`config.mk`:
```
export PLATFORM = sky130hd
export DESIGN_NAME = seg_scan_display
export DESIGN_NICKNAME = d
export VERILOG_FILES = /design/src/rtl/seg_disp_pkg.sv /design/src/rtl/seg7_encode.sv /design/src/rtl/seg_scan_display.sv
export SDC_FILE = /design/constraint.sdc
export NUM_CORES = 1
export LEC_CHECK = 0
export ABC_AREA = 1
export BUFFER_PORTS_ARGS = -buffer_cell sky130_fd_sc_hd__buf_2
export CAP_MARGIN = 20
export CORE_ASPECT_RATIO = 0.6
export CORE_MARGIN = 5
export CORE_UTILIZATION = 45
export DETAILED_ROUTE_END_ITERATION = 16
export PLACE_DENSITY = 0.77
export SLEW_MARGIN = 0
export SYNTH_ARGS = -nofsm -noshare
export SYNTH_HDL_FRONTEND = slang
export SYNTH_SLANG_ARGS = --single-unit
```
`constraint.sdc`:
```
create_clock -name CLK -period 2.33 [get_ports CLK]
set_clock_uncertainty 0.15 [all_clocks]
set_input_delay 0.1165 -clock CLK [delete_from_list [all_inputs] [get_ports CLK]]
set_output_delay 0.1165 -clock CLK [all_outputs]
set_load 0.01 [all_outputs]
```
`src/rtl/seg_disp_pkg.sv`:
```
// Shared definitions for the 7-segment display blocks:
// glyph constants, segment bus bit order and the scan slot state type.
package seg_disp_pkg;

    // Segment bus bit order, active-high: {dp,g,f,e,d,c,b,a}
    localparam int SEG_A  = 0;
    localparam int SEG_B  = 1;
    localparam int SEG_C  = 2;
    localparam int SEG_D  = 3;
    localparam int SEG_E  = 4;
    localparam int SEG_F  = 5;
    localparam int SEG_G  = 6;
    localparam int SEG_DP = 7;

    localparam logic [7:0] SEG_BLANK = 8'h00;
    localparam logic [6:0] GLYPH_OFF = 7'h00;

    localparam logic [6:0] GLYPH_0 = 7'h3f;
    localparam logic [6:0] GLYPH_1 = 7'h06;
    localparam logic [6:0] GLYPH_2 = 7'h5b;
    localparam logic [6:0] GLYPH_3 = 7'h4f;
    localparam logic [6:0] GLYPH_4 = 7'h66;
    localparam logic [6:0] GLYPH_5 = 7'h6d;
    localparam logic [6:0] GLYPH_6 = 7'h7d;
    localparam logic [6:0] GLYPH_7 = 7'h07;
    localparam logic [6:0] GLYPH_8 = 7'h7f;
    localparam logic [6:0] GLYPH_9 = 7'h6f;
    localparam logic [6:0] GLYPH_A = 7'h77;
    localparam logic [6:0] GLYPH_B = 7'h7c;
    localparam logic [6:0] GLYPH_C = 7'h39;
    localparam logic [6:0] GLYPH_D = 7'h5e;
    localparam logic [6:0] GLYPH_E = 7'h79;
    localparam logic [6:0] GLYPH_F = 7'h71;

    // Per-slot phase: selects off (anti-ghosting) or digit lit
    typedef enum logic {
        ST_DEAD = 1'b0,
        ST_ON   = 1'b1
    } slot_state_t;

endpackage

```
`src/rtl/seg7_encode.sv`:
```
// Combinational 4-bit code to 7-segment glyph {g,f,e,d,c,b,a}.
// Ports: i_code (digit code), o_glyph (active-high segments, no dp).
module seg7_encode
    import seg_disp_pkg::*;
#(
    parameter int HEX_EN = 0
) (
    input  logic [3:0] i_code,
    output logic [6:0] o_glyph
);

    localparam bit HEX = (HEX_EN != 0);

    always_comb begin
        o_glyph = GLYPH_OFF;
        unique case (i_code)
            4'h0: o_glyph = GLYPH_0;
            4'h1: o_glyph = GLYPH_1;
            4'h2: o_glyph = GLYPH_2;
            4'h3: o_glyph = GLYPH_3;
            4'h4: o_glyph = GLYPH_4;
            4'h5: o_glyph = GLYPH_5;
            4'h6: o_glyph = GLYPH_6;
            4'h7: o_glyph = GLYPH_7;
            4'h8: o_glyph = GLYPH_8;
            4'h9: o_glyph = GLYPH_9;
            4'hA: o_glyph = HEX ? GLYPH_A : GLYPH_OFF;
            4'hB: o_glyph = HEX ? GLYPH_B : GLYPH_OFF;
            4'hC: o_glyph = HEX ? GLYPH_C : GLYPH_OFF;
            4'hD: o_glyph = HEX ? GLYPH_D : GLYPH_OFF;
            4'hE: o_glyph = HEX ? GLYPH_E : GLYPH_OFF;
            4'hF: o_glyph = HEX ? GLYPH_F : GLYPH_OFF;
        endcase
    end

endmodule

```
`src/rtl/seg_scan_display.sv`:
```
// Multiplexed N-digit 7-segment scanner with shadow capture,
// per-digit dp/blank/blink, leading-zero suppression and dead time.
// Ports: CLK, RST (async, active-high), load (shadow capture),
//   digits_in/dp_in/blank_in/blink_in (per-digit data),
//   lz_suppress (live), Digitron_Out {dp,g..a} active-high,
//   DigitronCS_Out active-low selects, frame_done (1-cycle pulse).
module seg_scan_display
    import seg_disp_pkg::*;
#(
    parameter int N_DIGITS     = 4,
    parameter int SCAN_TICKS   = 50000,
    parameter int DEAD_TICKS   = 500,
    parameter int BLINK_FRAMES = 64,
    parameter int HEX_EN       = 0
) (
    input  logic                    CLK,
    input  logic                    RST,
    input  logic                    load,
    input  logic [4*N_DIGITS-1:0]   digits_in,
    input  logic [N_DIGITS-1:0]     dp_in,
    input  logic [N_DIGITS-1:0]     blank_in,
    input  logic [N_DIGITS-1:0]     blink_in,
    input  logic                    lz_suppress,
    output logic [7:0]              Digitron_Out,
    output logic [N_DIGITS-1:0]     DigitronCS_Out,
    output logic                    frame_done
);

    localparam int CNT_W = $clog2(SCAN_TICKS);
    localparam int IDX_W = $clog2(N_DIGITS);
    localparam int FRM_W =
        (BLINK_FRAMES > 1) ? $clog2(BLINK_FRAMES) : 1;

    localparam logic [CNT_W-1:0] CNT_LAST = CNT_W'(SCAN_TICKS - 1);
    localparam logic [CNT_W-1:0] DEAD_LIM = CNT_W'(DEAD_TICKS);
    localparam logic [IDX_W-1:0] IDX_LAST = IDX_W'(N_DIGITS - 1);
    localparam logic [FRM_W-1:0] FRM_LAST = FRM_W'(BLINK_FRAMES - 1);

    // With no dead time a slot starts directly lit
    localparam slot_state_t ST_RESET =
        (DEAD_TICKS > 0) ? ST_DEAD : ST_ON;

    // Scan counters
    logic [CNT_W-1:0]          r_cnt;
    logic [IDX_W-1:0]          r_idx;
    logic [FRM_W-1:0]          r_frm;
    logic                      r_blink_on;
    slot_state_t               r_state;

    // Shadow registers
    logic [N_DIGITS-1:0][3:0]  r_digits;
    logic [N_DIGITS-1:0]       r_dp;
    logic [N_DIGITS-1:0]       r_blank;
    logic [N_DIGITS-1:0]       r_blink;

    // Registered pins
    logic [7:0]                r_seg;
    logic [N_DIGITS-1:0]       r_cs;
    logic                      r_frame_done;

    logic                      w_slot_end;
    logic                      w_frame_end;
    logic [CNT_W-1:0]          w_cnt_nxt;
    slot_state_t               w_state_nxt;
    logic [3:0]                w_code;
    logic [6:0]                w_glyph;
    logic [N_DIGITS-1:0]       w_lz;
    logic                      w_dark;
    logic [7:0]                w_seg_lit;
    logic [7:0]                w_seg_nxt;
    logic [N_DIGITS-1:0]       w_cs_nxt;

    always_comb begin
        w_slot_end  = (r_cnt == CNT_LAST);
        w_frame_end = w_slot_end && (r_idx == IDX_LAST);
        w_cnt_nxt   = w_slot_end ? '0 : r_cnt + 1'b1;
    end

    always_ff @(posedge CLK or posedge RST) begin
        if (RST) begin
            r_cnt      <= '0;
            r_idx      <= '0;
            r_frm      <= '0;
            r_blink_on <= 1'b1;
        end else begin
            r_cnt <= w_cnt_nxt;
            if (w_slot_end) begin
                r_idx <= (r_idx == IDX_LAST) ? '0 : r_idx + 1'b1;
            end
            if (w_frame_end) begin
                if (r_frm == FRM_LAST) begin
                    r_frm      <= '0;
                    r_blink_on <= ~r_blink_on;
                end else begin
                    r_frm <= r_frm + 1'b1;
                end
            end
        end
    end

    always_ff @(posedge CLK or posedge RST) begin
        if (RST) begin
            r_digits <= '0;
            r_dp     <= '0;
            r_blank  <= '0;
            r_blink  <= '0;
        end else if (load) begin
            r_digits <= digits_in;
            r_dp     <= dp_in;
            r_blank  <= blank_in;
            r_blink  <= blink_in;
        end
    end

    assign w_code = r_digits[r_idx];

    seg7_encode #(
        .HEX_EN (HEX_EN)
    ) u_enc (
        .i_code  (w_code),
        .o_glyph (w_glyph)
    );

    // A digit is a leading zero when it and all digits above it
    // hold code 0; scan from the top down accumulating that fact.
    always_comb begin
        logic v_zero;
        w_lz   = '0;
        v_zero = 1'b1;
        for (int i = N_DIGITS - 1; i >= 1; i--) begin
            v_zero  = v_zero & (r_digits[i] == 4'h0);
            w_lz[i] = lz_suppress & v_zero;
        end
    end

    assign w_dark = r_blank[r_idx]
                  | (r_blink[r_idx] & ~r_blink_on);

    always_comb begin
        w_seg_lit = SEG_BLANK;
        if (w_dark) begin
            w_seg_lit = SEG_BLANK;
        end else if (w_lz[r_idx]) begin
            w_seg_lit = {r_dp[r_idx], GLYPH_OFF};
        end else begin
            w_seg_lit = {r_dp[r_idx], w_glyph};
        end
    end

    always_ff @(posedge CLK or posedge RST) begin
        if (RST) begin
            r_state <= ST_RESET;
        end else begin
            r_state <= w_state_nxt;
        end
    end

    // State tracks the current slot count: DEAD while below the
    // dead-time limit, ON for the rest of the slot.
    always_comb begin
        w_state_nxt = r_state;
        w_cs_nxt    = '1;
        w_seg_nxt   = SEG_BLANK;
        unique case (r_state)
            ST_DEAD: begin
                if (w_cnt_nxt >= DEAD_LIM) begin
                    w_state_nxt = ST_ON;
                end
            end
            ST_ON: begin
                w_cs_nxt[r_idx] = 1'b0;
                w_seg_nxt       = w_seg_lit;
                if (w_cnt_nxt < DEAD_LIM) begin
                    w_state_nxt = ST_DEAD;
                end
            end
        endcase
    end

    always_ff @(posedge CLK or posedge RST) begin
        if (RST) begin
            r_seg        <= SEG_BLANK;
            r_cs         <= '1;
            r_frame_done <= 1'b0;
        end else begin
            r_seg        <= w_seg_nxt;
            r_cs         <= w_cs_nxt;
            r_frame_done <= w_frame_end;
        end
    end

    assign Digitron_Out   = r_seg;
    assign DigitronCS_Out = r_cs;
    assign frame_done     = r_frame_done;

endmodule

```
Yosys cells after proc, flatten, opt, wreduce, memory -nomap -nowiden --
Memory sizes are Yosys's and may differ from the RTL's. Cells that the tools add are included.
Operators by class: add/sub/neg operators 3, magnitude comparators 4, eq/ne operators 3, muxes and demuxes 22, bitwise operators 10, reductions and logical operators 6
Operator list (number):
- adder 16 x 1 -> 16 bit, second input constant | 1
- equality test 16 bit, second input constant | 1
- >= comparator 16 x 9 -> 1 bit, second input constant | 1
- < comparator 16 x 9 -> 1 bit, second input constant | 1
- 2-to-1 mux 16 bit | 1
- 2-to-1 mux 8 bit | 2
- zero test 4 bit | 3
- binary-select mux 1 bit (select 2 bit) | 4
- binary-select mux 4 bit (select 2 bit) | 1
- 2-to-1 mux 4 bit | 2
- 2-to-1 mux 1 bit | 7
- 2-to-1 mux 7 bit | 1
- adder 6 x 1 -> 6 bit, second input constant | 1
- AND 1 bit | 6
- equality test 6 bit, second input constant | 1
- 2-to-1 mux 6 bit | 1
- inverter 4 bit | 1
- < comparator 2 x 3 -> 1 bit, second input constant | 1
- adder 2 x 1 -> 2 bit, second input constant | 1
- demux 1 bit (select 2 bit) | 1
- equality test 2 bit, second input constant | 1
- >= comparator 2 x 1 -> 1 bit, second input constant | 1
- logical AND 1 bit | 2
- 2-to-1 mux 2 bit | 1
- other kinds (4) | 5
Storage, ports and cells: register bits after elaboration 67, ROM bits 112, input bits 32, output and inout bits 13, memories kept 1
Memories:
- (no name shown) | depth 16, width 7, rd ports 1, clocked after memory_dff 0, write ports 0, line seg7_encode.sv:16 | unique case (i_code)

Depth between registers and ports, before layout --
word-level depth 9, depth in mapped cells 12, gate-level depth less buffers 11

Cells and area by module --
From an unflattened synthesis, not the netlist that was laid out.
Unflattened totals: cell total of the unflattened synthesis 418, area, all modules 3419.5 µm²
By module, submodules not included:
- seg_scan_display | times used 1, cells each 379, area an instance 3209.3 µm²
- seg7_encode | times used 1, cells each 39, area an instance 210.2 µm²

Worst setup path before layout --
Ideal clock, no wire load.
kind flip-flop to flip-flop, start register r_idx[0], end register r_seg[3] (netlist: Digitron_Out[3]), arrival time 1548 ps, data required time 2108 ps, path slack 560 ps, stages on the path, launching flop included 13, path buffers 2, clock period less this slack 1770 ps, cell sequence dfrtp_1 buf_6 inv_4 buf_6 a21oi_1 o21ai_0 nand2_1 inv_1 ha_1 inv_1 nor2_1 nor2_1 nor2_1
On the way: cells in the longest elaborated chain, start to end 6
RTL lines:
- from (decl) | line seg_scan_display.sv:45 | logic [IDX_W-1:0] r_idx;
- from (signal assigned) | line seg_scan_display.sv:88 | r_idx <= (r_idx == IDX_LAST) ? '0 : r_idx + 1'b1;
- binary-select mux 4 bit (select 2 bit) or binary-select mux 1 bit (select 2 bit) (tied branches) | line seg_scan_display.sv:115, seg_scan_display.sv:137
- 2-to-1 mux 4 bit (implied by the code) or 2-to-1 mux 1 bit (tied branches) | line seg_scan_display.sv:115, seg_scan_display.sv:137
- memory (16 x 7 bit) or AND 1 bit (tied branches)
- 2-to-1 mux 7 bit or bitwise OR 1 bit (tied branches) | line seg_scan_display.sv:143, seg_scan_display.sv:137
- 2-to-1 mux 8 bit (*) | line seg_scan_display.sv:141 | if (w_dark) begin
- 2-to-1 mux 8 bit (*) | line seg_scan_display.sv:164 | unique case (r_state)
- net w_seg_nxt[3] | line seg_scan_display.sv:70 | logic [7:0] w_seg_nxt;
- to (signal assigned) | line seg_scan_display.sv:186 | r_seg <= w_seg_nxt;
- to (decl) | line seg_scan_display.sv:57 | logic [7:0] r_seg;
Mark *: on every way through the listed nets, which the timed path passes. The rest lies on a longest branch. The select of a mux whose other input is x is not followed. A chain may end at the register's enable or synchronous reset.

Final worst setup path --
start register r_idx[0], end register r_seg[6] (netlist: Digitron_Out[6])
The elaborated chain is that of the path after synthesis.

==> results.cfg <==
[detailed_routing]
drcViolationCount = 0
via_count = 3038
via_per_inst = 5.05
routed_wl_um = 8320
avgRoutedWirePerCell_um = 13.8
drtAntennaViolNets = 0
firstDrtPassIters = 5
drt_iter0_markers = 324

[global_routing]
grt_pass1_vias = 2834
grt_use_total_pct = 18.7
grt_pass1_wl_um = 13900
grt_overflow_total = 0
grt_max_degree = 68
antenna_found_initial = 0

[synth]
yosysTopAreaCell = dfrtp_1
yosysMostFrequentCell = nand2_1
yosysWarnings = 0
syn_avg_cell_area_um2 = 8.28
yosysSeqAreaShare_pct = 49.0
ys_seq_elements = 67
synth_edf_count = 0
yosys-top-cells-count = 89 x nand2_1, 64 x inv_1, 62 x dfrtp_1, 46 x nor2_1, 35 x o21ai_0
yosysTopAreaCellShare_pct = 45.2
syn_inst = 415
synthFlopType = dfrtp_1
ys_top_cells_by_area = dfrtp_1 45%, nand2_1 9.7%, inv_1 7.0%, o21ai_0 5.1%, nor2_1 5.0%
synthesis.nets = 457
async_flop_share_pct = 100
netlist_area_um2 = 3430
synth.distinct_cells = 35

[timing]
post-route-min-period_ps = 2030
hold_viol = 0
tightest_slew_ps = 560
fin_ws_ps = 304
finalCritPeriodShare_pct = 86.9
slew_headroom_pct = 62.7
fmax_mhz = 494
setup_viol = 0
fin_tns_setup_ps = 0
rsz0062_at_grt = false
slew_viol_final = 0
fin_hold_ws_ps = 151

[critical_path]
r2r-start = r_idx[0]
startpoint = r_idx[0]
worst_setup_path_end_kind = flop
cp.required_ps = 2440
crit_arrival_ps = 2140
crit_fanout = 21
start_kind = flop
worstSetupPathType = reg2reg

[placed_design]
dp_slack_ps = 407
hpwl_um = 5670
gp_congestion = 0.987
io_buffers = 44

[cts]
clkLatencyLatePin_ps = 340
clk_pin_slew_ps = 60
cts_buffers = 9
cts_setup_buffers = 0
clk_path_buf_depth = 2
cts-root-buf = clkbuf_16
tritoncts = built
htreeDepth = 3
cts_hold_buf = 29
clkSinkCount = 67
cts_resized = 0

[layout]
drive_above_1_share_pct = 19.5
areaGrowthSynthToFinish_pct = 28.0
nets = 534
diodes = 0

[die]
core_area_um2 = 7360
die_w_um = 123
die-height_um = 77.7
io_pins = 45
die_area_um2 = 9540
num_rows = 24
initial_core_util_pct = 46.7

[power_and_ir_drop]
combPwrFrac_pct = 7.3
p_per_area_nw_per_um2 = 691
switching_share_pct = 21.5
p_switching_mw = 0.652
seqPwrFrac_pct = 40.6
p_int_mw = 2.39
p_leak_nw = 2.30
clkPwrFrac_pct = 52.1
peakVddDrop_uv = 361

[run_status]
status = completed

[worst_hold_path]
hold_path.class = in2reg
hp-start = load

[flow_run]
max-cap-violations = 0
==> worst paths after layout <==
path / end / depth (start not counted) / slack [ps]
max in group asynchronous: DigitronCS_Out[0] / 4 / 1450
setup reg to reg: Digitron_Out[6] / 9 / 300
min in group asynchronous: r_blink[3] / 4 / 240
setup / recovery: Digitron_Out[6] / 9 / 300
hold / removal: r_digits[15] / 3 / 150
hold reg to reg: r_frm[4] / 1 / 340
==> cell families after synthesis <==
family | Yosys count | synth area share [%]
xor+xnor | 6 | 1.75
compound gates | 63 | 9.65
flops | 67 | 49.0
buf+inv | 79 | 9.62
simple gates | 180 | 23.1
mux | 10 | 3.28
fa+ha+maj | 10 | 3.64
==> power by group through the flow <==
stage          clock network, mW  logic, mW  registers [mW]
6_report                    1.58      0.220            1.23
5_1_grt                     1.67      0.250            1.24
4_1_cts                     1.61      0.220            1.23
2_1_floorplan                  0      0.117            1.24
3_5_place_dp                   0      0.179            1.25
3_3_place_gp                   0      0.174            1.25
==> sequential cells by signal (all words and copies together), names as in the netlist <==
name,count
r_dp,4
r_blink,4
frame_done,1
r_idx,2
r_state,1
DigitronCS_Out,4
r_blank,4
r_digits,16
r_cnt,16
r_blink_on,1
Digitron_Out,8
r_frm,6
==> metal layers <==
| layer | vias up | part of all wire (%) | track usage [%] |
|---|---|---|---|
| met2 | 133 | 42 | 26.0 |
| met5 | - | 0 | 0 |
| met4 | 0 | 1.9 | 5.81 |
| li1 | 1456 | - | - |
| met3 | 15 | 7.9 | 6.32 |
| met1 | 1434 | 48 | 27.3 |
==> final cells by class <==
type | instances | area [µm²]
Fill cell | 613 | 2960
Sequential cell | 67 | 1680
Multi-Input combinational cell | 269 | 1420
Timing Repair Buffer | 76 | 546
Inverter | 69 | 264
Clock buffer | 10 | 239
Tap cell | 104 | 130
Clock inverter | 6 | 113
==> layout by cell type (no fill, tap or decap), types with 19 or more instances in the layout <==
cell type | synthesis | layout
a21oi_1 | 19 | 19
buf_2 | 2 | 44
dfrtp_1 | 62 | 62
dlygate4sd3_1 | 0 | 29
inv_1 | 64 | 63
nand2_1 | 89 | 89
nand3_1 | 21 | 21
nor2_1 | 46 | 46
o21ai_0 | 35 | 35
==> stage by stage <==
step,cell area (µm²),cells,util [%],power (mW)
after global routing,4400,601,59.7,3.16
after detailed placement,3750,556,51.0,1.43
after floorplan,3430,415,-,1.36
final,4400,601,59.7,3.04
after CTS,4400,601,59.7,3.06
after global placement,3750,556,51.0,1.42
==> worst max-delay path: stages, from the launching register on <==
cell and delay [ps]:
dfrtp_1 400, buf_4 220, a21oi_1 160, o21ai_0 170, nand2_2 140, inv_2 70
ha_1 200, o21ai_0 260, a21oi_1 70, nor2_1 120
Power figures use the tool's default switching activity.
